[config.mk]
export PLATFORM = sky130hd
export DESIGN_NAME = interp_gain_ramp_flat
export DESIGN_NICKNAME = d
export VERILOG_FILES = /design/src/rtl/interp_gain_ramp_if.sv /design/src/rtl/interp_gain_ramp.sv /design/src/flat_wrapper.sv
export SDC_FILE = /design/constraint.sdc
export NUM_CORES = 1
export LEC_CHECK = 0
export CAP_MARGIN = 0
export CORE_AREA = 5 5 123 125
export DETAILED_ROUTE_END_ITERATION = 8
export DIE_AREA = 0 0 128 130
export GPL_TIMING_DRIVEN = 1
export PLACE_DENSITY = 0.81
export RECOVER_POWER = 100
export SYNTH_ARGS = -nofsm -noshare
export SYNTH_HDL_FRONTEND = slang
export SYNTH_SLANG_ARGS = --single-unit
[constraint.sdc]
create_clock -name clk -period 6.3 [get_ports clk]
set_clock_uncertainty 0.15 [all_clocks]
set_input_delay 0.945 -clock clk [delete_from_list [all_inputs] [get_ports clk]]
set_output_delay 0.945 -clock clk [all_outputs]
set_load 0.05 [all_outputs]
[src/rtl/interp_gain_ramp_if.sv]
// Gain-ramp control bus between the interpolator register block (master)
// and the gain ramp sequencer (slave).
interface interp_gain_ramp_if #(
  parameter int MANT_WIDTH  = 18,
  parameter int EXP_WIDTH   = 5,
  parameter int STEP_WIDTH  = 8,
  parameter int DWELL_WIDTH = 8
);
  logic                   clkEn;
  logic                   update;
  logic [MANT_WIDTH-1:0]  targetMantissa;
  logic [EXP_WIDTH-1:0]   targetExponent;
  logic [STEP_WIDTH-1:0]  stepSize;
  logic [DWELL_WIDTH-1:0] dwell;
  logic [MANT_WIDTH-1:0]  mantissa;
  logic [EXP_WIDTH-1:0]   exponent;
  logic                   busy;
  logic                   done;

  modport master (
    output clkEn, update, targetMantissa, targetExponent, stepSize, dwell,
    input  mantissa, exponent, busy, done
  );

  modport slave (
    input  clkEn, update, targetMantissa, targetExponent, stepSize, dwell,
    output mantissa, exponent, busy, done
  );
endinterface

[src/rtl/interp_gain_ramp.sv]
// Gain ramp sequencer: steps the active mantissa toward a committed target,
// swapping the exponent only while the mantissa sits at zero.
module interp_gain_ramp #(
  parameter int MANT_WIDTH  = 18,
  parameter int EXP_WIDTH   = 5,
  parameter int STEP_WIDTH  = 8,
  parameter int DWELL_WIDTH = 8
) (
  input  logic                 clk,
  input  logic                 reset_n,
  interp_gain_ramp_if.slave    gr
);

  typedef enum logic [1:0] {
    IDLE      = 2'd0,
    RAMP_DOWN = 2'd1,
    SWAP      = 2'd2,
    RAMP      = 2'd3
  } state_t;

  state_t                 state_q;
  logic [MANT_WIDTH-1:0]  mant_q;
  logic [EXP_WIDTH-1:0]   exp_q;
  logic [MANT_WIDTH-1:0]  tgt_m_q;
  logic [EXP_WIDTH-1:0]   tgt_e_q;
  logic [DWELL_WIDTH-1:0] dwell_cnt_q;
  logic                   done_q;

  logic                   step_s;
  logic [MANT_WIDTH-1:0]  step_ext_s;
  logic [MANT_WIDTH:0]    diff_s;
  logic [MANT_WIDTH-1:0]  down_d;
  logic [MANT_WIDTH-1:0]  ramp_d;

  // Step qualifier and the next mantissa for each ramp direction
  always_comb begin
    step_s     = gr.clkEn && (dwell_cnt_q == gr.dwell);
    step_ext_s = {{(MANT_WIDTH-STEP_WIDTH){1'b0}}, gr.stepSize};
    down_d     = (mant_q <= step_ext_s) ? '0 : (mant_q - step_ext_s);
    // The difference is one bit wider so the clamp test can never wrap
    if (tgt_m_q >= mant_q) begin
      diff_s = {1'b0, tgt_m_q} - {1'b0, mant_q};
      if (diff_s <= {1'b0, step_ext_s}) begin
        ramp_d = tgt_m_q;
      end else begin
        ramp_d = mant_q + step_ext_s;
      end
    end else begin
      diff_s = {1'b0, mant_q} - {1'b0, tgt_m_q};
      if (diff_s <= {1'b0, step_ext_s}) begin
        ramp_d = tgt_m_q;
      end else begin
        ramp_d = mant_q - step_ext_s;
      end
    end
  end

  // Sequencer state, active gain and done pulse
  always_ff @(posedge clk) begin
    if (!reset_n) begin
      state_q     <= IDLE;
      mant_q      <= '0;
      exp_q       <= '0;
      tgt_m_q     <= '0;
      tgt_e_q     <= '0;
      dwell_cnt_q <= '0;
      done_q      <= 1'b0;
    end else begin
      // done reflects the RAMP->IDLE decision even if an update lands on it
      done_q <= (state_q == RAMP) && (mant_q == tgt_m_q);
      if (gr.update) begin
        tgt_m_q     <= gr.targetMantissa;
        tgt_e_q     <= gr.targetExponent;
        dwell_cnt_q <= '0;
        state_q     <= (gr.targetExponent != exp_q) ? RAMP_DOWN : RAMP;
      end else begin
        case (state_q)
          IDLE: begin
            state_q <= IDLE;
          end
          RAMP_DOWN: begin
            if (step_s) begin
              dwell_cnt_q <= '0;
            end else if (gr.clkEn) begin
              dwell_cnt_q <= dwell_cnt_q + 1'b1;
            end else begin
              dwell_cnt_q <= dwell_cnt_q;
            end
            if (mant_q == '0) begin
              state_q <= SWAP;
            end else if (gr.stepSize == '0) begin
              mant_q <= '0;
            end else if (step_s) begin
              mant_q <= down_d;
            end else begin
              mant_q <= mant_q;
            end
          end
          SWAP: begin
            exp_q       <= tgt_e_q;
            dwell_cnt_q <= '0;
            state_q     <= RAMP;
          end
          RAMP: begin
            if (step_s) begin
              dwell_cnt_q <= '0;
            end else if (gr.clkEn) begin
              dwell_cnt_q <= dwell_cnt_q + 1'b1;
            end else begin
              dwell_cnt_q <= dwell_cnt_q;
            end
            if (mant_q == tgt_m_q) begin
              state_q <= IDLE;
            end else if (gr.stepSize == '0) begin
              mant_q <= tgt_m_q;
            end else if (step_s) begin
              mant_q <= ramp_d;
            end else begin
              mant_q <= mant_q;
            end
          end
          default: begin
            state_q <= IDLE;
          end
        endcase
      end
    end
  end

  assign gr.mantissa = mant_q;
  assign gr.exponent = exp_q;
  assign gr.busy     = (state_q != IDLE);
  assign gr.done     = done_q;

endmodule

[src/flat_wrapper.sv]
// flat-port wrapper written by rule: the top's interface ports become plain ports
module interp_gain_ramp_flat 
#(
  parameter int MANT_WIDTH  = 18,
  parameter int EXP_WIDTH   = 5,
  parameter int STEP_WIDTH  = 8,
  parameter int DWELL_WIDTH = 8
)
  (clk, reset_n, gr_clkEn, gr_update, gr_targetMantissa, gr_targetExponent, gr_stepSize, gr_dwell, gr_mantissa, gr_exponent, gr_busy, gr_done);
  interp_gain_ramp_if #(.MANT_WIDTH(MANT_WIDTH), .EXP_WIDTH(EXP_WIDTH), .STEP_WIDTH(STEP_WIDTH), .DWELL_WIDTH(DWELL_WIDTH)) gr_i ();
  input  logic clk;
  input  logic reset_n;
  input wire logic [$bits(gr_i.clkEn)-1:0] gr_clkEn;
  input wire logic [$bits(gr_i.update)-1:0] gr_update;
  input wire logic [$bits(gr_i.targetMantissa)-1:0] gr_targetMantissa;
  input wire logic [$bits(gr_i.targetExponent)-1:0] gr_targetExponent;
  input wire logic [$bits(gr_i.stepSize)-1:0] gr_stepSize;
  input wire logic [$bits(gr_i.dwell)-1:0] gr_dwell;
  output wire logic [$bits(gr_i.mantissa)-1:0] gr_mantissa;
  output wire logic [$bits(gr_i.exponent)-1:0] gr_exponent;
  output wire logic [$bits(gr_i.busy)-1:0] gr_busy;
  output wire logic [$bits(gr_i.done)-1:0] gr_done;
  assign gr_i.clkEn = gr_clkEn;
  assign gr_i.update = gr_update;
  assign gr_i.targetMantissa = gr_targetMantissa;
  assign gr_i.targetExponent = gr_targetExponent;
  assign gr_i.stepSize = gr_stepSize;
  assign gr_i.dwell = gr_dwell;
  assign gr_mantissa = gr_i.mantissa;
  assign gr_exponent = gr_i.exponent;
  assign gr_busy = gr_i.busy;
  assign gr_done = gr_i.done;
  interp_gain_ramp #(.MANT_WIDTH(MANT_WIDTH), .EXP_WIDTH(EXP_WIDTH), .STEP_WIDTH(STEP_WIDTH), .DWELL_WIDTH(DWELL_WIDTH)) u_core (.clk(clk), .reset_n(reset_n), .gr(gr_i));
endmodule
==> out/results.ini <==
[clock_network]
clock_latency_ns=0.34
cts_tree=built
cts_buffers=9
clk_pin_slew_worst_paths_ns=0.05
clock_sinks=57
postCtsSetupBuffers=0
clock_path_buffers=2
htree_num_levels=3
cts_hold_buf=0
cts-root-buf=clkbuf_16
cts_resized=0

[sta]
slew_headroom=-0.298
setup_viol=0
rsz0062_at_grt=false
tightest_slew_ns=1.95
period_minus_slack_ns=5.43
finalHoldViolCount=0
tns_ns=0
maxSlewViolCount=31
fmax_mhz=184
period_share=0.861

[yosys]
syn_area_sq_um=6770
synth.top_cells.by_count=nor2_1, ha_1, nand2_1, o21ai_0, inv_1
synth_area_leaders=dfxtp_1, ha_1, mux2i_1, xnor2_1, o21ai_0
synth-edff-count=0
synth.area.mux_share=0.0536
seq_area_frac_synth=0.169
synth-compound-area-share=0.269
syn_area_per_cell_sq_um=7.43
synth_top_area_frac=0.169
syn-num-nets=1031
synth_xor_area_frac=0.0738
ys_types=72
synth.largest_area_cell=dfxtp_1
yosysWarnings=0
synth-seq-cells=57
synthAdderAreaFrac=0.147
ys.flop_type=dfxtp_1
yosysMostFrequentCell=nor2_1
async_flop_share=0
yosys.area_share.simple=0.223
synth_top_family_by_area=compound AO/OA/AOI/OAI gates
synthCells=911

[cells_and_area]
fin_nets=1069
area_growth_pct=14.9
final_cell_area_sq_um=7770
diodes=0
final_layout_size_suffix_gt1_frac=0.0399

[worst_setup_path]
reg2reg_slack_ns=0.87
timing.rr.end=u_core.gr.mantissa[15]
crit_path_cell_trace=inv_1 > fa_1 > a21o_1 > a221oi_2 > xnor2_1 > ha_1 > a21oi_1 > o21ai_0 > a221oi_1 > a41o_1 > nand4_1 > or4_4 > o21ai_0 > clkbuf_1 > nor2_1 > o2111ai_1 > a31oi_1
path_buf_inv=2
crit_path_end_kind=register
r2r_cells=17
crit_path_top_delay_cell=clkbuf_1
crit_required_ns=6.32
crit_fanout=15
cp.arrival_ns=5.45
cpLargestDelayFamily=compound AO/OA/AOI/OAI gates
cp_common_cell=o21ai_0
crit_type=reg -> reg
worst_r2r_startpoint=u_core.gr.mantissa[1]
cp-start-kind=register
max_stage_delay_ns=0.65

[floorplan]
die_h_microns=130
io_pins=68
core_area_sq_um=13800
start_util=0.491
die_w_microns=128
rows=43
dieArea_sq_um=16600

[placed_design]
hpwlAfterDp_microns=16100
placed_area_sq_um=7520
port_buffers=67
gp_congestion=0.974

[run]
maxCapViolCount=1

[global_routing]
grt_antenna_before_repair=0
grtUsageMet2=0.409
grtUsageMet3=0.0503
grt_start_max_net_pins=31
gr-usage-all-layers=0.251
grt_first_pass_wirelength_microns=34000
first_global_vias=6862
gr-total-overflow=0
grt.met1_usage=0.321
busiest_layer=met2

[drt]
drc=0
via_per_inst=6.35
drt_iter0_drc=804
num_vias=7185
drt_pass1_iterations=6
wl_per_cell_microns=18.7
routed_wl_microns=21200
antenna_left=0

[status]
violations=max-capacitance violations, max-slew violations
status=finished, violations left

[power]
power_leakage_nw=3.27
pwr_density_cell_nw_per_um2=158
vdd_drop_max_v=0.000240

[hold_path]
min_path_cells=2
holdPathEnd=u_core.tgt_e_q[4]
worstHoldStart=u_core.tgt_e_q[4]
min_path_type=reg -> reg

## cells in the final DEF, fill, tap and decap left out, types with 5 or more instances in the layout
cell / Yosys / routed
and3_1: 9 / 9
and2_1: 8 / 6
inv_1: 61 / 61
nand2b_1: 12 / 12
clkdlybuf4s50_1: 0 / 41
a21oi_1: 60 / 60
o221ai_1: 5 / 5
nor4_1: 13 / 13
xnor2_1: 36 / 36
o31a_1: 6 / 6
nor2_1: 76 / 76
ha_1: 73 / 73
nand3_1: 22 / 22
o311a_1: 5 / 5
dlygate4sd3_1: 0 / 26
nand2_1: 68 / 68
o21bai_1: 9 / 9
o211ai_1: 11 / 11
xor2_1: 21 / 21
o21ai_0: 62 / 63
mux2i_1: 34 / 34
and4_1: 5 / 5
a21o_1: 9 / 9
nor3_1: 16 / 15
a211oi_1: 10 / 10
nor2b_1: 16 / 16
o21a_1: 20 / 20
nand4_1: 17 / 17
o22ai_1: 6 / 6
or3_1: 11 / 11
dfxtp_1: 57 / 57
or2_2: 8 / 8
a31oi_1: 19 / 19
o31ai_1: 5 / 5
clkbuf_16: 0 / 9
buf_4: 2 / 5
## layout make-up
| type | count | area [sq um] |
|---|---|---|
| inverters | 63 | 236 |
| multi-input cells | 743 | 5190 |
| fillers | 1295 | 6000 |
| well taps | 180 | 225 |
| clock buffers | 11 | 243 |
| clock inverters | 3 | 18.8 |
| flip-flops and latches | 57 | 1140 |
| repair buffers | 75 | 719 |
## registers in the layout, indices dropped and copies added, names as in the netlist
register and flops:
u_core.state_q 2, u_core.gr.done 1, u_core.gr.exponent 5, u_core.tgt_e_q 5
u_core.dwell_cnt_q 8, u_core.tgt_m_q 18, u_core.gr.mantissa 18
## power breakdown
group	internal, W	switching [W]
combinational	0.000172	0.000236
sequential	0.000372	0.0000149
clock	0.000270	0.000162
## worst min-delay path, stage by stage (launching register included)
cell and delay, ns:
dfxtp_1 0.32, mux2i_1 0.06, nor2_1 0.07
## metal layers
metal / share of wire / vias to the layer above
li1: - / 3387
met1: 0.41 / 3304
met2: 0.46 / 427
met3: 0.097 / 67
met4: 0.034 / 0
met5: 0 / -
## cells by family after synthesis
kind of cell               after synthesis
AOI/OAI and AO/OA                      274
xor gates and xnor gates                57
adders and majority gates               77
buffers and inverters                  111
DFF                                     57
muxes                                   36
and+or+nand+nor                        299
## stage by stage
| stage | setup slack (ns) | total power, W | std cells | util | hold WS, ns |
|---|---|---|---|---|---|
| floorplan | 1.47 | 0.000679 | 911 | - | 0.310 |
| global placement | 1.31 | 0.000782 | 1118 | 0.546 | 0.328 |
| finish | 0.874 | 0.00123 | 1132 | 0.564 | 0.341 |
| global route | 0.624 | 0.00129 | 1132 | 0.564 | 0.391 |
| detailed placement | 1.15 | 0.000788 | 1118 | 0.546 | 0.338 |
| CTS | 1.12 | 0.00122 | 1132 | 0.565 | 0.349 |
## worst max path at each step
| stage | startpoint | endpoint | slack [ns] | cells after the start |
|---|---|---|---|---|
| after floorplan | u_core.gr.mantissa[1] | u_core.gr.mantissa[5] | 1.47 | 17 |
| after global placement | u_core.gr.mantissa[1] | u_core.gr.mantissa[13] | 1.31 | 18 |
| after detailed placement | u_core.gr.mantissa[1] | u_core.gr.mantissa[13] | 1.15 | 18 |
| after CTS | u_core.gr.mantissa[1] | u_core.gr.mantissa[13] | 1.12 | 18 |
| after global routing | u_core.gr.mantissa[1] | u_core.gr.mantissa[14] | 0.62 | 19 |
| final | u_core.gr.mantissa[1] | u_core.gr.mantissa[15] | 0.87 | 17 |
Note: power is estimated with default switching activity, not from simulation.
==> variant 1, RTL diff (config.mk and constraints unchanged) <==
The 4 states of `state_t` get a one-hot encoding in 4 bits.
--- a/src/rtl/interp_gain_ramp.sv
+++ b/src/rtl/interp_gain_ramp.sv
@@ -11,11 +11,11 @@
   interp_gain_ramp_if.slave    gr
 );
 
-  typedef enum logic [1:0] {
-    IDLE      = 2'd0,
-    RAMP_DOWN = 2'd1,
-    SWAP      = 2'd2,
-    RAMP      = 2'd3
+  typedef enum logic [3:0] {
+    IDLE      = 4'b0001,
+    RAMP_DOWN = 4'b0010,
+    SWAP      = 4'b0100,
+    RAMP      = 4'b1000
   } state_t;
 
   state_t                 state_q;
Function: same outputs for any inputs over 4 cycles, from zero or initial values and one cycle with reset_n low; so few cycles prove little.
==> variant 1 against the original RTL <==
The flow still finishes with violations (max-capacitance violations, max-slew violations); cell count is 2.7% higher; sequential cell count is 2 higher; synthesized area is 4.4% higher; critical path depth is 1 lower; count of clock-buffer cells in the layout is 1 lower; maximum frequency is 5.5% higher; clock power is 3% higher; wire length is 7.2% higher; non-clock buffer count is 1 lower; design area is 3.3% higher; power is 1.9% higher; setup slack better by 0.28 ns; highest routed layer unchanged.
==> variant 1: results (changes against the original RTL) <==
pre_cts_ws_ns: 1.42  # +0.275 ns
cts_inserted_buffers: 9  # unchanged
diodes: 0  # unchanged
synthTopCellsByArea: "dfxtp_1, ha_1, xnor2_1"
maxCapViolations: 1  # unchanged
placed_cell_area_mm2: 0.00777  # +3.3%
ys_async_sr_fraction_pct: 0  # unchanged
synth_commonest_cells: "a21oi_1, nor2_1, ha_1"
root_buffer: "clkbuf_16"
rrSetupSlack_ns: 1.16  # +0.28 ns
min_from: "u_core.tgt_e_q[1]"
hold_class: "flop to flop"
wl_per_cell_um: 19.5  # +4.5%
htreeDepth: 3  # unchanged
whs_endpoint: "u_core.tgt_e_q[1]"
status: "complete, but fails checks"
slowest_stage: "a311oi_1"
ys_warn_count: 0  # unchanged
slowest_delay_ns: 0.84  # +0.19 ns
final_max_slew_viol_count: 31  # unchanged
timing.hold.ws_ns: 0.369  # +0.0273 ns
post_cts_buffers: 0  # unchanged
timing.rr.end: "u_core.gr.mantissa[0]"
violations: "max-capacitance violations, max-slew violations"
grt_pass1_vias: 7127  # +3.9%
path_clk_slew_ns: 0.05  # about the same
final_nets: 1093  # +2.2%
leakagePower_nw: 3.19  # -2.6%
reg2reg_depth: 16  # -1
arrival_ns: 5.23  # -0.22 ns
grt_max_degree: 33  # +6.5%
yosysUniqueCellTypes: 77  # +6.9%
synth_adder_area_share_pct: 13.2  # -1.5 points
worst_slew_pin_slew_ns: 1.94  # -0.00602 ns
irDropWorstVdd_v: 0.000164  # -31%
switching_share_pct: 34.1  # +0.47 points
clk-insertion-delay-late_ns: 0.33
dp_hpwl_um: 17600  # +9.3%
port_buffers: 67  # unchanged
cellPowerDensity_mw_per_mm2: 156  # -1.4%
worstPathMaxFanout: 11  # -4
grt_pass1_wl_um: 36500  # +7.3%
postCtsResizedCells: 0  # unchanged
drt_pass1_iterations: 6  # unchanged
holdPathStages: 2  # unchanged
place.gp.congestion: 1.03  # +6.2%
antenna_found_initial: 0  # unchanged
drt_iter0_drc: 1255  # +56%
p_seq_mw: 0.398  # +3%
via_count: 7570  # +5.4%
pg_comb_mw: 0.405
synth_mux_area_share_pct: 4.61  # -0.76 points
synth_xor_area_share_pct: 7.44  # +0.064 points
r2r_start: "u_core.gr.mantissa[2]"
synth_compound_area_share_pct: 27.3  # +0.42 points
fillers: 1321  # +2.0%
drive_above_1_share_pct: 4.58  # +0.59 points
ys_seq_area_share_pct: 16.7  # -0.14 points
grtUsageTotal_pct: 27.0  # +1.9 points
[variant 1: cell types whose count changed after synthesis, sizes merged, moves of 7 or more]
cell / before / now
nor3: 16 / 31
xor2: 21 / 10
nor4: 13 / 20
o221ai: 5 / 15
buf: 11 / 21
nor2b: 16 / 38
nor2: 76 / 69
nand3: 22 / 30
o21a: 20 / 9
a21oi: 60 / 82
a41oi: 0 / 7
nand2: 68 / 56
clkbuf: 37 / 30
xnor2: 36 / 50
[variant 1: area by class of cell]
class,count,area share [%]
clock buffers,10,2.98
clock inverters,5,0.374
flip-flops and latches,59,14.7
multi-input cells,774,67.5
well taps,180,2.80
repair buffers,74,8.88
inverters,60,2.80
[variant 1: how the worst max path moves through the flow]
stage | start | end | slack (ns) | depth (start not counted)
floorplan | u_core.gr.mantissa[1] | u_core.gr.mantissa[10] | 1.63 | 18
detailed placement | u_core.gr.mantissa[1] | u_core.gr.mantissa[7] | 1.42 | 18
CTS | u_core.gr.mantissa[1] | u_core.gr.mantissa[7] | 1.40 | 18
global route | u_core.gr.mantissa[2] | u_core.gr.mantissa[0] | 0.72 | 16
finish | u_core.gr.mantissa[2] | u_core.gr.mantissa[0] | 1.16 | 16
global placement | gr_stepSize[0] | u_core.gr.mantissa[8] | 1.50 | 15
[variant 1: through the flow]
stage          cells  util (%)
4_1_cts         1162      58.4
3_5_place_dp    1147      56.4
6_report        1162      58.3
2_1_floorplan    944         -
3_3_place_gp    1147      56.4
5_1_grt         1162      58.3
[variant 1: layer usage]
layer | up-vias | share of wire, % | GRT usage, %
met3 | 99 | 10 | 5.12
li1 | 3537 | - | -
met5 | - | 0 | 0
met4 | 0 | 4.4 | 10.4
met2 | 476 | 45 | 43.7
met1 | 3458 | 41 | 35.8
==> variant 2, RTL diff (same settings) <==
Without the edit above. `MANT_WIDTH` is set to 18 in 3 places; all go to 9.
--- a/src/rtl/interp_gain_ramp_if.sv
+++ b/src/rtl/interp_gain_ramp_if.sv
@@ -1,7 +1,7 @@
 // Gain-ramp control bus between the interpolator register block (master)
 // and the gain ramp sequencer (slave).
 interface interp_gain_ramp_if #(
-  parameter int MANT_WIDTH  = 18,
+  parameter int MANT_WIDTH  = 9,
   parameter int EXP_WIDTH   = 5,
   parameter int STEP_WIDTH  = 8,
   parameter int DWELL_WIDTH = 8
--- a/src/rtl/interp_gain_ramp.sv
+++ b/src/rtl/interp_gain_ramp.sv
@@ -1,7 +1,7 @@
 // Gain ramp sequencer: steps the active mantissa toward a committed target,
 // swapping the exponent only while the mantissa sits at zero.
 module interp_gain_ramp #(
-  parameter int MANT_WIDTH  = 18,
+  parameter int MANT_WIDTH  = 9,
   parameter int EXP_WIDTH   = 5,
   parameter int STEP_WIDTH  = 8,
   parameter int DWELL_WIDTH = 8
--- a/src/flat_wrapper.sv
+++ b/src/flat_wrapper.sv
@@ -1,7 +1,7 @@
 // flat-port wrapper written by rule: the top's interface ports become plain ports
 module interp_gain_ramp_flat 
 #(
-  parameter int MANT_WIDTH  = 18,
+  parameter int MANT_WIDTH  = 9,
   parameter int EXP_WIDTH   = 5,
   parameter int STEP_WIDTH  = 8,
   parameter int DWELL_WIDTH = 8
Ports: changed (resized gr_mantissa and gr_targetMantissa); port bits go from 68 to 50. No check against the original RTL was run, so the function may have changed too.
==> variant 2 against the original RTL <==
Sequential cell count is 18 lower; design area is 38% lower; wire length is 48% lower; die area is the same; combinational power fell by 44%; power shrank 36%; setup slack better by 0.57 ns; count of clock-buffer cells in the layout shrank 6; synthesized area decreased by 40%; hold slack improved by 0.022 ns; largest power group unchanged; highest routed layer unchanged.
==> variant 2: results (changes against the original RTL) <==
status: "completed"
wl_um: 11000  # -48%
critPathTopFamily: "compound AO/OA/AOI/OAI gates"
clock_sinks: 39  # -32%
n_all_inverters: 48  # -24%
grt_pass1_wl_um: 18500  # -46%
slowest_delay_ns: 0.71  # +0.06 ns
switching_share_pct: 30.3  # -3.3 points
multi_input_area_mm2: 0.00297  # -43%
irDropWorstVdd_v: 0.000115  # -52%
pg_comb_mw: 0.229  # -44%
cts_inserted_buffers: 5  # -4
via_count: 3761  # -48%
post_cts_buffers: 0  # unchanged
p_seq_mw: 0.262  # -32%
drt_iter0_drc: 282  # -65%
nMultiInputCombCells: 395  # -47%
synthTopCellsByArea: "dfxtp_1, ha_1, mux2i_1"
drt_pass1_iterations: 5  # -1
htreeDepth: 2  # -1
pre_cts_ws_ns: 1.91  # +0.765 ns
fillers: 1449  # +12%
whs_endpoint: "u_core.gr.exponent[4]"
worst_slew_pin_slew_ns: 1.23  # -0.719 ns
slowest_stage: "a21oi_1"
dp_hpwl_um: 9120  # -43%
synth_mux_area_share_pct: 5.18  # -0.18 points
synth_nets: 592  # -43%
rrSetupSlack_ns: 1.44  # +0.57 ns
place.gp.congestion: 0.983  # +0.98%
placed_cell_area_mm2: 0.00467  # -38%
drive_above_1_share_pct: 4.26  # +0.27 points
seq_share_pct: 16.2  # +1.5 points
power_frac_comb_pct: 29.4  # -3.8 points
buffers: 50  # -33%
worstSetupEndpoint: "u_core.gr.mantissa[6]"
bufAreaShareNonClock_pct: 10.3  # +1.0 points
synth_commonest_cells: "ha_1, inv_1, dfxtp_1"
grt_max_degree: 33  # +6.5%
final_nets: 632  # -41%
yosysUniqueCellTypes: 63  # -13%
clock_buffers: 5  # -6
clk-insertion-delay-late_ns: 0.28  # -0.06 ns
timing.hold.ws_ns: 0.364  # +0.0222 ns
synth_xor_area_share_pct: 8.20  # +0.82 points
period_share_pct: 77.1  # -9.0 points
grtUsageTotal_pct: 13.4  # -12 points
leakagePower_nw: 2.04  # -38%
synth_compound_area_share_pct: 24.0  # -2.9 points
variant 2: cell types whose count changed after synthesis, sizes merged, moves of 19 or more:
| cell | delta |
|---|---|
| o21ai | -23 |
| nor2 | -45 |
| clkbuf | -30 |
| nand2 | -44 |
| xnor2 | -19 |
| a21oi | -20 |
variant 2: layer usage:
metal	part of all wire, %	GRT usage, %
met2	49	23.2
met4	3.2	5.06
met3	5.8	1.72
met1	42	17.0
met5	0	0
variant 2: through the flow:
stage | util (%) | cells
2_1_floorplan | - | 499
3_3_place_gp | 33.9 | 712
3_5_place_dp | 33.9 | 712
4_1_cts | 35.2 | 720
5_1_grt | 35.0 | 720
6_report | 35.0 | 720
variant 2: logic make-up after synthesis:
group           after synthesis
compound gates              146
fa+ha+maj                    59
simple gates                131
mux                          21
flops                        39
xor+xnor                     38
buf+inv                      65
